## config.mk

```make
export PLATFORM = sky130hd
export DESIGN_NAME = pc_stall_scheduler_flat
export DESIGN_NICKNAME = d
export VERILOG_FILES = /design/src/rtl/pc_stall_scheduler_pkg.sv /design/src/rtl/pc_stall_scheduler_if.sv /design/src/rtl/pc_stall_scheduler_rr_arbiter.sv /design/src/rtl/pc_stall_scheduler.sv /design/src/flat_wrapper.sv
export SDC_FILE = /design/constraint.sdc
export NUM_CORES = 1
export LEC_CHECK = 0
export BUFFER_PORTS_ARGS = -buffer_cell sky130_fd_sc_hd__buf_4
export CAP_MARGIN = 0
export CORE_MARGIN = 2
export CORE_UTILIZATION = 50
export DETAILED_ROUTE_END_ITERATION = 8
export GPL_TIMING_DRIVEN = 0
export PLACE_DENSITY = 0.76
export SYNTH_ARGS = -nofsm -noshare
export SYNTH_HDL_FRONTEND = slang
export SYNTH_HIERARCHICAL = 1
export SYNTH_SLANG_ARGS = --single-unit
export TNS_END_PERCENT = 30
```

## constraint.sdc

```tcl
create_clock -name clk -period 6.2 [get_ports clk]
set_input_delay 0.62 -clock clk [delete_from_list [all_inputs] [get_ports clk]]
set_output_delay 0.62 -clock clk [all_outputs]
set_load 0.02 [all_outputs]
```

## src/rtl/pc_stall_scheduler_pkg.sv

```systemverilog
// Shared definitions for the PC stall scheduler: FSM state encoding and
// default widths used by the scheduler, its arbiter and its bus interface.
package pineapple_pkg;

    typedef enum logic [1:0] {
        IDLE    = 2'd0,
        STALL   = 2'd1,
        RELEASE = 2'd2
    } state_t;

    localparam int NUM_REQ_DEF = 4;
    localparam int CNT_W_DEF   = 10;
    localparam int STAT_W_DEF  = 16;

endpackage

```

## src/rtl/pc_stall_scheduler_if.sv

```systemverilog
// Bus between the stall sources and the scheduler: per-requester request and
// delay going in, grant/done/PC-enable/statistics coming back.
interface pc_stall_scheduler_if
    import pineapple_pkg::*;
#(
    parameter int NUM_REQ = NUM_REQ_DEF,
    parameter int CNT_W   = CNT_W_DEF,
    parameter int STAT_W  = STAT_W_DEF
);
    logic [NUM_REQ-1:0]       req;
    logic [NUM_REQ*CNT_W-1:0] reqDelay;
    logic [NUM_REQ-1:0]       grant;
    logic [NUM_REQ-1:0]       done;
    logic                     pcEn;
    logic                     busy;
    logic [STAT_W-1:0]        stallCycles;

    // Stall sources side
    modport master (
        output req, reqDelay,
        input  grant, done, pcEn, busy, stallCycles
    );

    // Scheduler side
    modport slave (
        input  req, reqDelay,
        output grant, done, pcEn, busy, stallCycles
    );
endinterface

```

## src/rtl/pc_stall_scheduler_rr_arbiter.sv

```systemverilog
// Round-robin picker: searches upward from the last winner + 1 with wrap,
// so the most recently served requester has lowest priority next time.
module rr_arbiter
    import pineapple_pkg::*;
#(
    parameter int NUM_REQ = NUM_REQ_DEF
) (
    input  logic                       clk,
    input  logic                       rstN,
    input  logic [NUM_REQ-1:0]         req,
    input  logic                       update,
    output logic [NUM_REQ-1:0]         winner,
    output logic [$clog2(NUM_REQ)-1:0] winner_idx
);
    localparam int IDX_W = $clog2(NUM_REQ);

    logic [IDX_W-1:0] ptr;
    logic [IDX_W-1:0] cand_idx;
    logic             found;
    int               cand;

    // Pick the first requesting index after the pointer, wrapping at NUM_REQ
    always_comb begin
        winner     = '0;
        winner_idx = '0;
        found      = 1'b0;
        cand       = 0;
        cand_idx   = '0;
        for (int i = 1; i <= NUM_REQ; i++) begin
            cand = int'(ptr) + i;
            if (cand >= NUM_REQ) cand = cand - NUM_REQ;
            cand_idx = IDX_W'(cand);
            if (!found && req[cand_idx]) begin
                found            = 1'b1;
                winner[cand_idx] = 1'b1;
                winner_idx       = cand_idx;
            end
        end
    end

    // Pointer remembers the last winner; reset value gives requester 0 first turn
    always_ff @(posedge clk or negedge rstN) begin
        if (!rstN) ptr <= IDX_W'(NUM_REQ - 1);
        else if (update) ptr <= winner_idx;
    end
endmodule

```

## src/rtl/pc_stall_scheduler.sv

```systemverilog
// PC stall scheduler: grants one stall requester at a time, holds pcEn low
// for the requested number of cycles, then keeps the PC running for at least
// two cycles (RELEASE + IDLE) before the next stall can start.
module pc_stall_scheduler
    import pineapple_pkg::*;
#(
    parameter int NUM_REQ = NUM_REQ_DEF,
    parameter int CNT_W   = CNT_W_DEF,
    parameter int STAT_W  = STAT_W_DEF
) (
    input  logic                clk,
    input  logic                rstN,
    pc_stall_scheduler_if.slave bus
);
    localparam int IDX_W = $clog2(NUM_REQ);

    state_t             state, state_nxt;
    logic [CNT_W-1:0]   cnt;
    logic [CNT_W-1:0]   sel_delay;
    logic [CNT_W-1:0]   load_val;
    logic [NUM_REQ-1:0] winner;
    logic [IDX_W-1:0]   winner_idx;
    logic [NUM_REQ-1:0] grant_q, grant_nxt;
    logic [NUM_REQ-1:0] done_q, done_nxt;
    logic               pcEn_q, pcEn_nxt;
    logic               busy_q, busy_nxt;
    logic               update;
    logic               cnt_last;
    logic [STAT_W-1:0]  stat_q;

    function automatic logic [STAT_W-1:0] sat_inc(input logic [STAT_W-1:0] v);
        return (&v) ? v : v + 1'b1;
    endfunction

    // A grant happens only from IDLE; RELEASE never samples req
    assign update   = (state == IDLE) && (|bus.req);
    assign cnt_last = (cnt == CNT_W'(1));

    rr_arbiter #(.NUM_REQ(NUM_REQ)) u_arb (
        .clk        (clk),
        .rstN       (rstN),
        .req        (bus.req),
        .update     (update),
        .winner     (winner),
        .winner_idx (winner_idx)
    );

    // Select the winner's delay; zero is stretched to a single stall cycle
    always_comb begin
        sel_delay = '0;
        for (int i = 0; i < NUM_REQ; i++) begin
            if (IDX_W'(i) == winner_idx) sel_delay = bus.reqDelay[i*CNT_W +: CNT_W];
        end
        load_val = (sel_delay == '0) ? CNT_W'(1) : sel_delay;
    end

    // State register
    always_ff @(posedge clk or negedge rstN) begin
        if (!rstN) state <= IDLE;
        else       state <= state_nxt;
    end

    // Next-state logic
    always_comb begin
        state_nxt = state;
        case (state)
            IDLE:    if (|bus.req) state_nxt = STALL;
            STALL:   if (cnt_last) state_nxt = RELEASE;
            RELEASE: state_nxt = IDLE;
            default: state_nxt = IDLE;
        endcase
    end

    // Next values of the registered outputs
    always_comb begin
        grant_nxt = grant_q;
        done_nxt  = '0;
        pcEn_nxt  = pcEn_q;
        busy_nxt  = busy_q;
        case (state)
            IDLE: begin
                if (update) begin
                    grant_nxt = winner;
                    pcEn_nxt  = 1'b0;
                    busy_nxt  = 1'b1;
                end else begin
                    grant_nxt = '0;
                    pcEn_nxt  = 1'b1;
                    busy_nxt  = 1'b0;
                end
            end
            STALL: begin
                if (cnt_last) begin
                    grant_nxt = '0;
                    pcEn_nxt  = 1'b1;
                    busy_nxt  = 1'b0;
                    done_nxt  = grant_q;
                end
            end
            default: begin
                grant_nxt = '0;
                pcEn_nxt  = 1'b1;
                busy_nxt  = 1'b0;
            end
        endcase
    end

    // Output registers; reset discards any stall in progress without a done
    always_ff @(posedge clk or negedge rstN) begin
        if (!rstN) begin
            grant_q <= '0;
            done_q  <= '0;
            pcEn_q  <= 1'b1;
            busy_q  <= 1'b0;
        end else begin
            grant_q <= grant_nxt;
            done_q  <= done_nxt;
            pcEn_q  <= pcEn_nxt;
            busy_q  <= busy_nxt;
        end
    end

    // Down-counter: loaded at the grant edge, decremented through STALL
    always_ff @(posedge clk or negedge rstN) begin
        if (!rstN)                cnt <= '0;
        else if (update)          cnt <= load_val;
        else if (state == STALL)  cnt <= cnt - 1'b1;
    end

    // Saturating count of edges seen with the PC held
    always_ff @(posedge clk or negedge rstN) begin
        if (!rstN)        stat_q <= '0;
        else if (!pcEn_q) stat_q <= sat_inc(stat_q);
    end

    assign bus.grant       = grant_q;
    assign bus.done        = done_q;
    assign bus.pcEn        = pcEn_q;
    assign bus.busy        = busy_q;
    assign bus.stallCycles = stat_q;
endmodule
```

## src/flat_wrapper.sv

```systemverilog
// flat-port wrapper written by rule: the top's interface ports become plain ports
module pc_stall_scheduler_flat import pineapple_pkg::*;
#(
    parameter int NUM_REQ = NUM_REQ_DEF,
    parameter int CNT_W   = CNT_W_DEF,
    parameter int STAT_W  = STAT_W_DEF
)
  (clk, rstN, bus_req, bus_reqDelay, bus_grant, bus_done, bus_pcEn, bus_busy, bus_stallCycles);
  pc_stall_scheduler_if #(.NUM_REQ(NUM_REQ), .CNT_W(CNT_W), .STAT_W(STAT_W)) bus_i ();
  input  logic clk;
  input  logic rstN;
  input wire logic [$bits(bus_i.req)-1:0] bus_req;
  input wire logic [$bits(bus_i.reqDelay)-1:0] bus_reqDelay;
  output wire logic [$bits(bus_i.grant)-1:0] bus_grant;
  output wire logic [$bits(bus_i.done)-1:0] bus_done;
  output wire logic [$bits(bus_i.pcEn)-1:0] bus_pcEn;
  output wire logic [$bits(bus_i.busy)-1:0] bus_busy;
  output wire logic [$bits(bus_i.stallCycles)-1:0] bus_stallCycles;
  assign bus_i.req = bus_req;
  assign bus_i.reqDelay = bus_reqDelay;
  assign bus_grant = bus_i.grant;
  assign bus_done = bus_i.done;
  assign bus_pcEn = bus_i.pcEn;
  assign bus_busy = bus_i.busy;
  assign bus_stallCycles = bus_i.stallCycles;
  pc_stall_scheduler #(.NUM_REQ(NUM_REQ), .CNT_W(CNT_W), .STAT_W(STAT_W)) u_core (.clk(clk), .rstN(rstN), .bus(bus_i));
endmodule
```

==> results.md, run 1 <==
* Max Freq at about 0.25 GHz
* Slew Limit Fails at 0
* Min cycle time layout at roughly 4000 ps
* Fin crit share at 0.640
* Register area at 1000 um2
* Syn Nets at around 330
* Area Overhead vs Synth at 24.9%
* CTS resizes at 0
* Post-layout util at 0.643
* Req. time, crit path at 6410 ps
* Warnings, synthesis at 6
* Worst hold path type: primary input to async pin
* Via count at roughly 2500
* Die W at 79.3 um
* CTS tree: yes
* CTS Buf Count at 5
* Antenna violations before repair at 0
* Worst setup SP type: flop
* Total power at about 1.3 mW
* Vias in the first global route at between 2000 and 2500
* DRT iter0 DRCs at about 140
* Top FF cell, synth: dfrtp_1
* Io pins at between 70 and 80
* Die area at approximately 6300 um2
* Top cells by area, synth: dfrtp_1 (33%), mux4_1 (5.6%), ha_1 (4.9%)
* Postcts setup bufs at 0
* Top-area cell type share of the netlist area at 0.327
* Clock skew at 14.5 ps
* Fill count at 460
* Crit path max-delay cell type: dfstp_2
* Sinks on Clock Net at 40
* Crit Path Category: flop to flop
* H-tree levels at 2
* Row Count at 27
* Yosys reg bits at 40
* RSZ-0062 raised after global routing: false
* Post-synth top cells: dfrtp_1 (37), nand2_1 (18), nor2_1 (14)
* P per Cell Area at roughly 360 nW/um2
* Netlist cell types at 63
* Post-synth ARST share at 1.00
* First-pass iteration count of the detailed router at 4
* Routed vias/inst at approximately 5.9
* Total track usage at 0.213
* Largest net degree at the start of global routing at between 40 and 50
* Final wirelength at about 6300 um
* First-pass GRT wire length at around 11000 um
* Status: finished clean
* Clk root buf: clkbuf_8
* Setup Viol. Count Final at 0
* Arrival time of the worst setup path at 4180 ps
* Avg Inst Size Synth at between 10 and 15 um2
* Maximum capacitance violations at 0
* Post-DP HPWL at slightly below 5000 um
* Worst-path cell chain: buf_2 -> clkinv_1 -> ha_1 -> clkbuf_1 -> o22ai_1 -> a211oi_1 -> a21o_1 -> buf_6 -> mux4_2 -> nor4_2 -> nand4b_1 -> o211ai_2
* Cells after Synth at 272
* Critical path endpoint category: flop
* Port bufs at ~70
* Area of the multi-input gates at 1710 um2
* Clock transition at path regs at about 80 ps
* Final Hold Viols at 0
* Final net count at between 400 and 500
* Layout cells sized above 1 at 0.308
* GPL Wtd Cong at 0.896
* Seq/Total Area, Yosys at 0.355
* Congestion Overflow GR at 0
* DRC at 0
* Slowest stage delay, CP at 590 ps
* Skew-Pair Late Insertion Delay at around 300 ps
* CTS Buffer Depth at 2
* Setup_tns at 0 ps
* Count leader, synth: dfrtp_1
* Hold_buf cts at 0
* Tightest Pin Transition at 736 ps
* Yosys top cell by area: dfrtp_1
* Leak at approximately 1.7 nW
* Core area at roughly 5500 um2
* Worst hold margin at between 200 and 300 ps
* Initial core utilization at 0.515
* CP Max Fanout at 11
* Die H at 79.3 um
* Antenna cells at 0
* Worst vdd ir at roughly 0.21 mV
* Number of synthesized flops with an enable pin at 0
* Antenna-violating nets left at 0
* Slew margin rel. at 0.509
* Synthesized area at between 2000 and 3000 um2
* Drt wl/cell at around 15 um
[worst max-delay path: cells and delay by family (launching register included)]
kind / cells / cell delay (ps)
AND/OR/NAND/NOR: 2 / 480
buffers and inverters: 4 / 1080
adder cells (fa/ha/maj): 1 / 490
AO/OA/AOI/OAI: 4 / 720
multiplexers: 1 / 530
flip-flops: 1 / 590
[power breakdown]
part / total, mW / leakage (nW) / switching [mW] / internal (mW)
Combinational: 0.678 / 1.15 / 0.346 / 0.333
Clock: 0.165 / 0.0422 / 0.0858 / 0.0789
Sequential: 0.446 / 0.500 / 0.0989 / 0.347
Total: 1.29 / 1.69 / 0.530 / 0.758
[kinds of logic (layout without fill, tap and decap cells)]
family	after synthesis	after routing	share of synthesized area
compound gates	57	57	0.148
flops	40	40	0.355
xor+xnor	14	14	0.0433
mux	25	25	0.154
buf+inv	23	102	0.0437
fa+ha+maj	11	11	0.0486
simple gates	102	102	0.208
[path summary, 6_finish.rpt]
check                               startpoint                   endpoint  slack, ps  depth (start not counted)
hold reg to reg                u_core/bus.busy            u_core/bus.busy        510                          1
hold / removal                            rstN  u_core/bus.stallCycles[9]        290                          1
min in group clk               u_core/bus.busy            u_core/bus.busy        510                          1
max in group asynchronous                 rstN        u_core/u_arb/ptr[1]       5540                          1
setup reg to reg           u_core/u_arb/ptr[1]              u_core/cnt[0]       2230                         12
setup / recovery           u_core/u_arb/ptr[1]              u_core/cnt[0]       2230                         12
[layout by cell type (no fill, tap or decap), types with 7 or more instances in the layout]
master	instances
buf_4	73
a21oi_1	7
xnor2_1	7
ha_1	11
nand3_1	9
nor2_1	14
mux2i_1	9
nand2_1	18
xor2_1	7
inv_1	10
nor3_1	9
dfrtp_1	37
and3_1	9
nand4_1	11
o22ai_1	7
[area by class of cell]
type | count | area share
buffer | 11 | 0.0216
multi-input combinational | 209 | 0.482
tap | 72 | 0.0255
clock inverter | 1 | 0.00141
sequential | 40 | 0.284
inverter | 12 | 0.0134
timing repair buffer | 71 | 0.151
clock buffer | 7 | 0.0216
[per-layer routing]
| metal | wire length, um | global-route usage | vias up |
|---|---|---|---|
| li1 | - | - | 1204 |
| met1 | 2840 | 0.289 | 1178 |
| met3 | 426 | 0.0455 | 8 |
| met5 | 0 | 0 | - |
| met4 | 72 | 0.0534 | 0 |
| met2 | 2980 | 0.348 | 93 |
[registers in the layout (all words and copies together), names as in the netlist]
name and flops:
u_core/bus.busy 1, u_core/state 2, u_core/cnt 10, u_core/bus.pcEn 1, u_core/u_arb/ptr 2, u_core/bus.stallCycles 16
u_core/bus.grant 4, u_core/bus.done 4
[through the flow]
step | area, um2 | setup WS, ps | std cells
2_1_floorplan | 2830 | 2840 | 272
3_3_place_gp | 3460 | 2310 | 415
3_5_place_dp | 3460 | 2260 | 415
4_1_cts | 3540 | 2240 | 423
5_1_grt | 3540 | 1930 | 423
6_report | 3540 | 2230 | 423
Power figures use the tool's default switching activity.
==> run 2: changes to the inputs <==
- ABC_AREA: unset -> 1
- CORE_UTILIZATION: 50 -> 49
- PLACE_DENSITY: 0.76 -> 0.77
- clock period: 6.2 -> 3.3 ns (I/O delays scaled with it)
==> results.md, run 2 <==
* Post-synth ARST share at 1.00
* Congestion Overflow GR at 0
* First-pass GRT wire length at 11400 um
* Routed vias/inst at about 5.2
* R2R Path Start: u_core/u_arb/ptr[1]
* Fin crit share at 0.898
* Initial core utilization at 0.514
* Worst-path cell chain: inv_1 -> ha_2 -> inv_1 -> nand3_4 -> nand2_8 -> nor2_4 -> nor2_1 -> nand2_1 -> and2_2 -> nand2_2 -> or2_2 -> nand2_1 -> nand2_1 -> nor2_1 -> nand3_1 -> nand2_1 -> nand2_1 -> nand2_1
* Die H at a little over 80 um
* Area Overhead vs Synth at 27.5%
* Max Freq at 0.337 GHz
* Max reg flops at 16
* Maximum capacitance violations at 0
* Crit path max-delay cell type: dfstp_2
* Antenna-violating nets left at 0
* Row Count at 27
* Post-DP HPWL at slightly above 5000 um
* Total power at 1.10 mW
* Cells after Synth at 401
* Syn Nets at around 460
* Layout cells sized above 1 at 0.261
* Crit Path Category: flop to flop
* Top-area cell type share of the netlist area at 0.321
* Final net count at 540
* Min cycle time layout at 2960 ps
* Vias in the first global route at approximately 2700
* CTS Buf Count at 5
* Core area at roughly 5600 um2
* First-pass iteration count of the detailed router at 4
* Req. time, crit path at between 3000 and 4000 ps
* Number of synthesized flops with an enable pin at 0
* R2R Setup Slk at around 340 ps
* GPL Wtd Cong at approximately 0.81
* Die area at approximately 6500 um2
* Final Hold Viols at 0
* Antenna cells at 0
* Skew-Pair Late Insertion Delay at 290 ps
* Io pins at 72
* Commonest non-fill, non-tap cell in the layout: nand2_1
* Post-synth top cells: nand2_1 (113), inv_1 (43), nand3_1 (42)
* Commonest cells after routing, fill and taps aside: nand2_1 (113), buf_4 (76), inv_1 (43)
* Worst hold path type: primary input to async pin
* Antenna violations before repair at 0
* Yosys reg bits at 40
* Tightest Pin Transition at 482 ps
* Via count at 2861
* Top cells by area, synth: dfrtp_1 (32%), nand2_1 (15%), nand3_1 (7.3%)
* RR Endpoint: u_core/cnt[0]
* Netlist cell types at 39
* Crit path launch: u_core/u_arb/ptr[1]
* DRT iter0 DRCs at roughly 130
* Status: finished clean
* DRC at 0
* Port bufs at 71
* Clock skew at between 6 and 7 ps
* P per Cell Area at 299 nW/um2
* Leak at roughly 1.9 nW
* Critical path endpoint category: flop
* CTS Buffer Depth at 2
* Yosys top cell by area: dfrtp_1
* Count leader, synth: nand2_1
* Total track usage at 0.218
* Worst vdd ir at between 0.2 and 0.25 mV
* Worst Path Buf+Inv at 2
* Post-layout util at 0.655
* CP top delay family: simple AND/OR/NAND/NOR gates
* Drt wl/cell at ~12 um
* Slew Limit Fails at 0
* WP depth at 18
* Avg Inst Size Synth at 7.18 um2
* Sinks on Clock Net at 40
* Arrival time of the worst setup path at approximately 3200 ps
* Worst setup SP type: flop
* Worst R2R Path Depth at 18
* RSZ-0062 raised after global routing: false
* Synthesized area at roughly 2900 um2
* Most common cell on crit path: nand2_1
* Warnings, synthesis at 6
* CTS tree: yes
* H-tree levels at 2
* CP Max Fanout at 9
* Slowest stage delay, CP at 580 ps
* Setup Viol. Count Final at 0
* Top FF cell, synth: dfrtp_1
* Clk root buf: clkbuf_8
* Final wirelength at 6620 um
* Die W at about 81 um
* Critical path endpoint: u_core/cnt[0]
* Setup_tns at 0 ps
* Largest net degree at the start of global routing at 41
* Clock transition at path regs at around 80 ps
* Slew margin rel. at 0.679
* Seq/Total Area, Yosys at 0.349
[run 2: what timing repair did]
action	in CTS	in global routing
buffers inserted	0	4
endpoints found under the hold margin	0	0
gates resized for setup	0	3
hold buffers	0	0
endpoints found under the setup margin	0	4
[run 2: worst min-delay path by stage]
stage / from / to / cells after the start
2_1_floorplan: rstN / u_core/bus.busy / 0
3_5_place_dp: rstN / u_core/bus.done[3] / 1
3_3_place_gp: rstN / u_core/bus.done[1] / 1
4_1_cts: rstN / u_core/bus.stallCycles[15] / 1
6_report: rstN / u_core/cnt[5] / 1
5_1_grt: rstN / u_core/bus.stallCycles[15] / 1
[run 2: worst reg2reg max path: stages (launching register included)]
cell and delay [ps]:
dfstp_2 580, inv_1 140, ha_2 410, inv_1 110, nand3_4 130, nand2_8 90, nor2_4 150, nor2_1 60
nand2_1 90, and2_2 250, nand2_2 130, or2_2 280, nand2_1 110, nand2_1 60, nor2_1 80, nand3_1 80
nand2_1 60, nand2_1 40, nand2_1 50
[run 2: cell type report]
class / count / area (um2)
plain buffers: 8 / 52.6
clock buffers: 5 / 68.8
clock inverters: 2 / 60.1
fillers: 514 / 1940
inverters: 47 / 179
multi-input cells: 306 / 1650
flip-flops and latches: 40 / 1000
well taps: 72 / 90.1
repair buffers: 75 / 563
[run 2: per-stage QoR]
step / std cells / hold slack, ps / cell area (um2) / setup slack, ps
finish: 555 / 1.07 / 3670 / 336
global route: 555 / 28.4 / 3670 / 33.4
CTS: 551 / 5.07 / 3630 / 151
detailed placement: 544 / 331 / 3500 / 171
global placement: 544 / 324 / 3500 / 193
floorplan: 401 / 34.4 / 2880 / 587
[run 2: routing by layer]
layer,part of all wire,vias to the layer above,GRT usage
li1,-,1452,-
met1,0.43,1285,0.278
met2,0.47,113,0.371
met3,0.081,11,0.0427
met4,0.013,0,0.0712
met5,0,-,0
[run 2: cell families (layout without fill, tap and decap cells)]
group           after synthesis  count (layout)  share of synthesized area
compound gates               47              47                     0.0921
xor+xnor                     16              16                     0.0487
fa+ha+maj                    11              11                     0.0478
buf+inv                      55             137                     0.0804
flops                        40              40                      0.349
simple gates                232             232                      0.382
[run 2: report_power, final]
group          internal (mW)  switching [mW]  leakage, nW  total (mW)
logic                 0.0664          0.0760         1.33       0.142
registers              0.490               0        0.502       0.490
clock network          0.298           0.169       0.0642       0.467
==> run 3: changes to the inputs <==
- CORE_UTILIZATION: 49 -> 48
- GPL_ROUTABILITY_DRIVEN: unset -> 1
- SYNTH_HIERARCHICAL: 1 -> unset
==> results.md, run 3 <==
* Maximum capacitance violations at 0
* Warnings, synthesis at 0
* Vias in the first global route at around 2500
* Fill count at 493
* Fin crit share at 0.921
* Worst R2R Path Depth at 22
* Worst Hold Launch: bus_reqDelay[31]
* H-tree levels at 2
* Worst vdd ir at roughly 0.55 mV
* Post-synth top cells: nand2_1 (89), nand3_1 (52), nor2_1 (50)
* Critical path endpoint category: flop
* CTS tree: yes
* Final net count at 516
* Drt wl/cell at 12.5 um
* Clock transition at path regs at 80 ps
* Setup Viol. Count Final at 0
* Slew Limit Fails at 0
* Cells after Synth at 380
* Port bufs at about 70
* R2R Path Start: u_core.u_arb.ptr[0]
* Setup_tns at 0 ps
* Antenna cells at 0
* Antenna-violating nets left at 0
* Post-DP HPWL at about 5000 um
* Post-layout util at 0.636
* Clk root buf: clkbuf_8
* Core area at roughly 5500 um2
* R2R Setup Slk at approximately 260 ps
* Post-synth ARST share at 1.00
* Largest net degree at the start of global routing at 41
* Final Hold Viols at 0
* Top-area cell type share of the netlist area at 0.339
* Clock skew at approximately 10 ps
* Postcts setup bufs at 0
* Routed vias/inst at roughly 5
* CTS Buf Count at 5
* Top cells by area, synth: dfrtp_1 (34%), nand2_1 (12%), nand3_1 (9.5%)
* DRC at 0
* GPL Wtd Cong at 0.854
* Die H at ~79 um
* Min cycle time layout at 3040 ps
* CP Max Fanout at 13
* Row Count at 27
* Netlist cell types at 39
* CTS Buffer Depth at 2
* Initial core utilization at 0.496
* Number of synthesized flops with an enable pin at 0
* Worst Hold Depth at 5
* Status: finished clean
* Count leader, synth: nand2_1
* Area Overhead vs Synth at 28.2%
* Commonest cells after routing, fill and taps aside: nand2_1 (89), buf_4 (71), nand3_1 (52)
* Seq/Total Area, Yosys at 0.368
* Max reg flops at 16
* RSZ-0062 raised after global routing: false
* Skew-Pair Late Insertion Delay at approximately 300 ps
* P per Cell Area at between 900 and 1000 nW/um2
* Hold path endpoint: u_core.cnt[1]
* Crit Path Category: flop to flop
* Synthesized area at around 2700 um2
* Via count at 2739
* Arrival time of the worst setup path at 3280 ps
* Yosys top cell by area: dfrtp_1
* First-pass GRT wire length at roughly 11000 um
* First-pass iteration count of the detailed router at 7
* Die W at 79.4 um
* Max Freq at roughly 0.33 GHz
* Yosys reg bits at 40
* Total track usage at 0.216
* Top FF cell, synth: dfrtp_1
* Leak at 1.80 nW
* Avg Inst Size Synth at about 7 um2
* Syn Nets at between 400 and 500
* Layout cells sized above 1 at 0.235
* Sinks on Clock Net at 40
* Worst hold path type: primary input to flop
* Commonest non-fill, non-tap cell in the layout: nand2_1
* RR Endpoint: u_core.cnt[0]
* Congestion Overflow GR at 0
* Worst setup SP type: flop
* Io pins at about 70
* Tightest Pin Transition at 542 ps
* Antenna violations before repair at 0
* DRT iter0 DRCs at roughly 160
* Die area at 6310 um2
* Slew margin rel. at 0.636
* Req. time, crit path at around 3500 ps
* Final wirelength at 6640 um
-- run 3: changes by cell type in the layout (fill, tap and decap cells not counted), moves of 5 or more --
| cell | change |
|---|---|
| nand4_1 | -5 |
| nand3_1 | +10 |
| a21oi_1 | -6 |
| buf_4 | -5 |
| nor2_1 | +17 |
| nand2_1 | -24 |
| or2_2 | -9 |
| o21ai_0 | -8 |
-- run 3: kinds of logic (layout without fill, tap and decap cells) --
kind of cell,Yosys count,count (layout),share of synthesized area
multiplexers,1,1,0.00412
AO/OA/AOI/OAI,37,37,0.0816
XOR/XNOR,17,17,0.0545
adder cells (fa/ha/maj),11,11,0.0504
AND/OR/NAND/NOR,220,220,0.355
buffers and inverters,54,134,0.0866
flip-flops,40,40,0.368
-- run 3: per-stage QoR --
stage / instance area (um2) / setup WS [ps] / std cells / hold WS [ps] / total power [mW]
after CTS: 3480 / 105 / 532 / 398 / 3.33
after global routing: 3500 / 18.6 / 532 / 436 / 3.67
after floorplan: 2730 / 584 / 380 / 34.4 / 2.36
final: 3500 / 260 / 532 / 411 / 3.36
after global placement: 3350 / 205 / 523 / 327 / 2.86
after detailed placement: 3350 / 139 / 523 / 327 / 2.91
-- run 3: timing repair --
| item | CTS | global route |
|---|---|---|
| setup endpoints to repair | 0 | 4 |
| gates resized for setup | 0 | 4 |
| hold buffers | 1 | 0 |
| endpoints found under the hold margin | 5 | 0 |
-- run 3: how the worst max path moves through the flow --
stage,start,to,slack [ps],depth (start not counted)
final,u_core.u_arb.ptr[0],u_core.cnt[0],260,22
after global routing,u_core.u_arb.ptr[0],u_core.cnt[0],20,22
after CTS,u_core.u_arb.ptr[0],u_core.cnt[0],100,22
after detailed placement,u_core.u_arb.ptr[0],u_core.cnt[0],140,22
after global placement,u_core.u_arb.ptr[0],u_core.cnt[0],200,22
after floorplan,u_core.u_arb.ptr[0],u_core.cnt[0],580,22
-- run 3: per-layer routing --
layer | wire length [um] | vias to the layer above | GRT usage
met5 | 0 | - | 0
met4 | 55 | 0 | 0.0483
met3 | 284 | 7 | 0.0351
met2 | 3260 | 73 | 0.381
met1 | 3040 | 1274 | 0.279
li1 | - | 1385 | -
-- run 3: report_power, final --
part / internal (mW) / switching, mW
Clock: 0.228 / 0.177
Combinational: 0.807 / 1.32
Sequential: 0.670 / 0.162
-- run 3: worst max-delay path: stages, from the launching register on --
cell and delay (ps):
dfstp_2 590, buf_6 160, inv_4 40, buf_6 140, ha_4 290, inv_1 80
nand3_1 170, nand2_4 120, nor2_4 160, nor2_1 70, nand2_1 70, nand2_1 90
buf_6 160, buf_6 140, nand3_1 80, nand3_1 110, nor2_1 110, nand2_1 60
nor2_1 100, nand3_1 90, nand2_1 70, nand2_1 40, nand2_1 60
-- run 3: area by class of cell --
class / count / area (um2) / area share
Buffer: 7 / 57.6 / 0.0164
Clock buffer: 5 / 68.8 / 0.0197
Clock inverter: 3 / 47.5 / 0.0136
Inverter: 47 / 179 / 0.0511
Multi-Input combinational cell: 286 / 1510 / 0.431
Sequential cell: 40 / 1000 / 0.287
Tap cell: 72 / 90.1 / 0.0257
Timing Repair Buffer: 72 / 543 / 0.155
